## src/rtl/load_store_unit.sv

```systemverilog
// rtl/load_store_unit.sv - single-outstanding load/store unit driving a byte-addressed data memory
// Optional feature macro: LSU_MISALIGN_TRAP_EN (trap misaligned half/word accesses instead of issuing them)
module load_store_unit #(
  parameter int XLEN = 32
) (
  input  logic            clock,
  input  logic            reset,
  input  logic            req_valid,
  output logic            req_ready,
  input  logic            req_we,
  input  logic [2:0]      req_funct3,
  input  logic [XLEN-1:0] req_addr,
  input  logic [XLEN-1:0] req_wdata,
  output logic            resp_valid,
  input  logic            resp_ready,
  output logic [XLEN-1:0] resp_rdata,
  output logic            resp_fault,
  output logic            resp_misaligned,
  output logic [XLEN-1:0] mem_addr,
  output logic [XLEN-1:0] mem_wdata,
  output logic [2:0]      mem_width,
  output logic            mem_read_en,
  output logic            mem_write_en,
  input  logic [XLEN-1:0] mem_valM,
  input  logic            mem_fault
);

  typedef enum logic [1:0] {IDLE, ACCESS, RESP} state_e;

  state_e            state_q, state_d;
  logic              we_q, we_d;
  logic [2:0]        funct3_q, funct3_d;
  logic [XLEN-1:0]   addr_q, addr_d;
  logic [XLEN-1:0]   wdata_q, wdata_d;
  logic [XLEN-1:0]   rdata_q, rdata_d;
  logic              fault_q, fault_d;
  logic              mis_q, mis_d;

  logic              bad_funct3;
  logic              illegal;
  logic              misaligned;
  logic [XLEN-1:0]   load_ext;

  always_comb begin
    bad_funct3 = (req_funct3 == 3'b011) || (req_funct3[2:1] == 2'b11);
    illegal    = bad_funct3 || (req_we && req_funct3[2]);
`ifdef LSU_MISALIGN_TRAP_EN
    // Alignment wins over the store/unsigned check, but never over an undefined funct3.
    misaligned = !bad_funct3 &&
                 (((req_funct3[1:0] == 2'b01) && req_addr[0]) ||
                  ((req_funct3[1:0] == 2'b10) && (req_addr[1:0] != 2'b00)));
`else
    misaligned = 1'b0;
`endif
  end

  always_comb begin
    case (funct3_q)
      3'b000:  load_ext = {{(XLEN-8){mem_valM[7]}}, mem_valM[7:0]};
      3'b001:  load_ext = {{(XLEN-16){mem_valM[15]}}, mem_valM[15:0]};
      3'b100:  load_ext = {{(XLEN-8){1'b0}}, mem_valM[7:0]};
      3'b101:  load_ext = {{(XLEN-16){1'b0}}, mem_valM[15:0]};
      default: load_ext = mem_valM;
    endcase
  end

  always_comb begin
    state_d  = state_q;
    we_d     = we_q;
    funct3_d = funct3_q;
    addr_d   = addr_q;
    wdata_d  = wdata_q;
    rdata_d  = rdata_q;
    fault_d  = fault_q;
    mis_d    = mis_q;
    case (state_q)
      IDLE: begin
        if (req_valid) begin
          we_d     = req_we;
          funct3_d = req_funct3;
          addr_d   = req_addr;
          wdata_d  = req_wdata;
          rdata_d  = '0;
          fault_d  = 1'b0;
          mis_d    = 1'b0;
          if (misaligned) begin
            mis_d   = 1'b1;
            state_d = RESP;
          end else if (illegal) begin
            fault_d = 1'b1;
            state_d = RESP;
          end else begin
            state_d = ACCESS;
          end
        end
      end
      ACCESS: begin
        fault_d = mem_fault;
        rdata_d = (!we_q && !mem_fault) ? load_ext : '0;
        state_d = RESP;
      end
      RESP: begin
        if (resp_ready) state_d = IDLE;
      end
      default: state_d = IDLE;
    endcase
  end

  always_ff @(posedge clock) begin
    if (reset) begin
      state_q  <= IDLE;
      we_q     <= 1'b0;
      funct3_q <= 3'b000;
      addr_q   <= '0;
      wdata_q  <= '0;
      rdata_q  <= '0;
      fault_q  <= 1'b0;
      mis_q    <= 1'b0;
    end else begin
      state_q  <= state_d;
      we_q     <= we_d;
      funct3_q <= funct3_d;
      addr_q   <= addr_d;
      wdata_q  <= wdata_d;
      rdata_q  <= rdata_d;
      fault_q  <= fault_d;
      mis_q    <= mis_d;
    end
  end

  // Address/data/width simply mirror the latched request; only the enables gate memory.
  assign req_ready       = (state_q == IDLE);
  assign resp_valid      = (state_q == RESP);
  assign resp_rdata      = rdata_q;
  assign resp_fault      = fault_q;
  assign resp_misaligned = mis_q;
  assign mem_addr        = addr_q;
  assign mem_wdata       = wdata_q;
  assign mem_width       = {1'b0, funct3_q[1:0]};
  assign mem_read_en     = (state_q == ACCESS) && !we_q;
  assign mem_write_en    = (state_q == ACCESS) && we_q;

endmodule

```

## config.mk

```make
export PLATFORM = sky130hd
export DESIGN_NAME = load_store_unit
export DESIGN_NICKNAME = d
export VERILOG_FILES = /design/src/rtl/load_store_unit.sv
export SDC_FILE = /design/constraint.sdc
export NUM_CORES = 1
export LEC_CHECK = 0
export ABC_AREA = 1
export BUFFER_PORTS_ARGS = -buffer_cell sky130_fd_sc_hd__buf_2
export CAP_MARGIN = 5
export CORE_ASPECT_RATIO = 1.1
export CORE_UTILIZATION = 45
export CTS_CLUSTER_SIZE = 10
export DETAILED_ROUTE_END_ITERATION = 10
export HOLD_SLACK_MARGIN = 0.06
export PLACE_DENSITY = 0.8
export SLEW_MARGIN = 40
export SYNTH_ARGS = -nofsm -noshare
export SYNTH_HDL_FRONTEND = slang
export SYNTH_SLANG_ARGS = --single-unit
```

## constraint.sdc

```tcl
create_clock -name clock -period 1.7 [get_ports clock]
set_input_delay 0.17 -clock clock [delete_from_list [all_inputs] [get_ports clock]]
set_output_delay 0.17 -clock clock [all_outputs]
set_load 0.005 [all_outputs]
```

==> metrics <==
final number of hold-violating endpoints=0; Vias/cell=4.89; first drt pass iteration count=5; cell accounting for the most synthesized area=sky130_fd_sc_hd__dfxtp_1; worst hold margin=0.0771 ns; final RePlAce weighted congestion=0.753; routed via count=4321; total routing usage reported by global routing=0.252; deepest clock path buffer count=2; Internal=0.00344 W; Port Buffers=207; number of warnings reported in the yosys synthesis log=0; Final period util=0.821; Post-Route Skew=0.0186 ns; net switching fraction of the power=0.279; mean instance size in the synthesized netlist=7.46 µm²; worst path arrival time=1.23 ns; Num Clock Sinks=103; Hold Crit Depth=3; cell depth of the worst flop-to-flop path=5; root buffer selected by CTS=sky130_fd_sc_hd__clkbuf_8; number of instances in the synthesized netlist=524; transition at the pin with the smallest max-transition slack=0.554 ns; fmax=0.717 GHz; # H-tree levels=3; overall power consumption=0.00476 W; Area Growth Syn to Fin=44.5%; clock group share of total power=0.276; Reg power frac=0.547; wire length of the first global-routing pass=18500 µm; launching point of the worst reg2reg path=state_q[1]; number of max-slew violations in the final report=0; hold path start=req_addr[22]; initial cell density of the core=0.465; post-route ant nets=0; endpoints failing setup=0; synthesized cell area=3910 µm²; Async SR Flop Fraction=0; Remaining DRCs=0; final non-filler cell total=884; number of global-route vias before repair=4232; Overflow after GRT=0; proportion of synthesized chip area in sequential cells=0.528; CTS tree=built; count of unique library cells instantiated by Yosys=23; HPWL after detailed placement=7180 µm; die extent in x=90.9 µm; startpoint type of the worst setup path=register; crit path capture type=output port; shortest period the worst path allows=1.40 ns; register-to-register setup slack=0.31 ns; path class of the lowest-slack min-delay path=in -> reg; power density relative to cell area=844 nW/µm²; total wire length after detailed routing=11700 µm; proportion of netlist area held by the largest area contributor=0.528; Die Outline Area=9060 µm²; EDFF count, synth=0; hold worst-path end=mem_addr[22]; Worst Path Class, Setup=reg -> out; clock latency on the worst-skew pair=0.35 ns; switching power total=0.00133 W; Std-Cell Rows=35; pin count of the biggest net entering global routing=54; clock-pin slew on the worst setup and hold paths=0.10 ns; count of boundary I/O pins=210; peak ir drop on the vdd network=0.523 mV; Placed Instances=814; top cells by area in the synthesized netlist=sky130_fd_sc_hd__dfxtp_1 (53%), sky130_fd_sc_hd__nand2_1 (21%), sky130_fd_sc_hd__a21oi_1 (13%); Post-Route Setup TNS=0 ns; cell leakage power=2.74 nW; remaining max-slew budget at the tightest pin=0.631; top cells by instance count after synthesis=sky130_fd_sc_hd__nand2_1 (217), sky130_fd_sc_hd__dfxtp_1 (103), sky130_fd_sc_hd__a21oi_1 (98), sky130_fd_sc_hd__nor2_1 (42), sky130_fd_sc_hd__buf_2 (12); core area=8410 µm²; average detailed-routed wire length per instance=13.2 µm; number of antenna violations at the first check in global routing=0; Post-synth top flop=sky130_fd_sc_hd__dfxtp_1; max-cap violation count=0; detailed router's first-iteration violation count=151; Gate power share=0.177; cell area after layout=5650 µm²; outcome=completed; setup repair after global routing missed its margin=no; number of buffers added by the clock tree synthesis step=9; cell area reported after detailed placement=4930 µm²; Final nets=875; data required time at the worst endpoint=1.53 ns; vertical die dimension=99.8 µm; number of synthesized register bits=103; worst-path maximum fanout=4; Resized cells post-CTS=0; most repeated cell in the gate-level netlist after synthesis=sky130_fd_sc_hd__nand2_1; Worst R2R End=mem_addr[17]; share of cells above drive strength 1=0.309; number of antenna repair diodes=0
metal layers:
layer  GRT usage  vias to the layer above  share of wire
met5           0                        -              0
met4       0.143                        0          0.039
met3      0.0550                       44          0.072
met2       0.464                      218           0.51
met1       0.265                     1925           0.38
li1            -                     2134              -
power groups by stage:
stage | Combinational [W] | Sequential, W | Clock, W
2_1_floorplan | 0.000417 | 0.00267 | 0
3_3_place_gp | 0.000706 | 0.00265 | 0
3_5_place_dp | 0.000727 | 0.00266 | 0
4_1_cts | 0.000827 | 0.00260 | 0.00135
5_1_grt | 0.000935 | 0.00262 | 0.00144
6_report | 0.000844 | 0.00261 | 0.00131
how the worst max path moves through the flow:
stage,from,end,depth (start not counted)
after floorplan,funct3_q[0],resp_rdata[21],7
after global placement,state_q[0],resp_rdata[14],6
after detailed placement,state_q[1],we_q,5
after CTS,state_q[0],mem_write_en,5
after global routing,funct3_q[0],resp_rdata[26],6
final,state_q[0],mem_read_en,5
state kept, by name, indices dropped and copies added (netlist names):
register    cells
resp_rdata     32
mem_addr       32
state_q         2
mem_wdata      32
funct3_q        3
resp_fault      1
we_q            1
critical path: stages (launching register included):
cell                      delay [ns]
sky130_fd_sc_hd__dfxtp_1        0.37
sky130_fd_sc_hd__inv_2          0.07
sky130_fd_sc_hd__nor2_4         0.14
sky130_fd_sc_hd__inv_1          0.08
sky130_fd_sc_hd__nor2_1         0.10
sky130_fd_sc_hd__buf_2          0.12
cell families after synthesis:
family / after synthesis / synth area share
buffers and inverters: 47 / 0.0663
AND/OR/NAND/NOR: 269 / 0.270
other: 1 / 0.000959
flip-flops: 103 / 0.528
AO/OA/AOI/OAI: 104 / 0.135
layout by cell type (no fill, tap or decap), drive strengths merged:
cell / instances
clkbuf: 9
inv: 11
dfxtp: 103
nand3b: 1
a211oi: 3
clkinv: 1
clkinvlp: 3
nor3: 1
a31oi: 1
dlygate4sd3: 56
buf: 215
nand3: 2
nand2: 219
conb: 2
nor2: 45
a21oi: 98
o21ai: 2
nand4: 1
per-stage QoR:
step	setup slack [ns]	util
after floorplan	0.522	-
after global placement	0.387	0.586
after detailed placement	0.312	0.586
after CTS	0.271	0.672
after global routing	0.164	0.672
final	0.304	0.672
repair_timing:
| item | CTS | global route |
|---|---|---|
| hold endpoints to repair | 56 | 0 |
| hold buffers | 56 | 0 |
| setup buffers | 0 | 0 |
layout make-up:
class	count	area (µm²)
multi-input combinational	375	1590
fill	712	2760
inverter	10	37.5
sequential	103	2060
tap	111	139
clock inverter	5	36.3
timing repair buffer	271	1660
clock buffer	9	124
(Power assumes the default switching activity.)
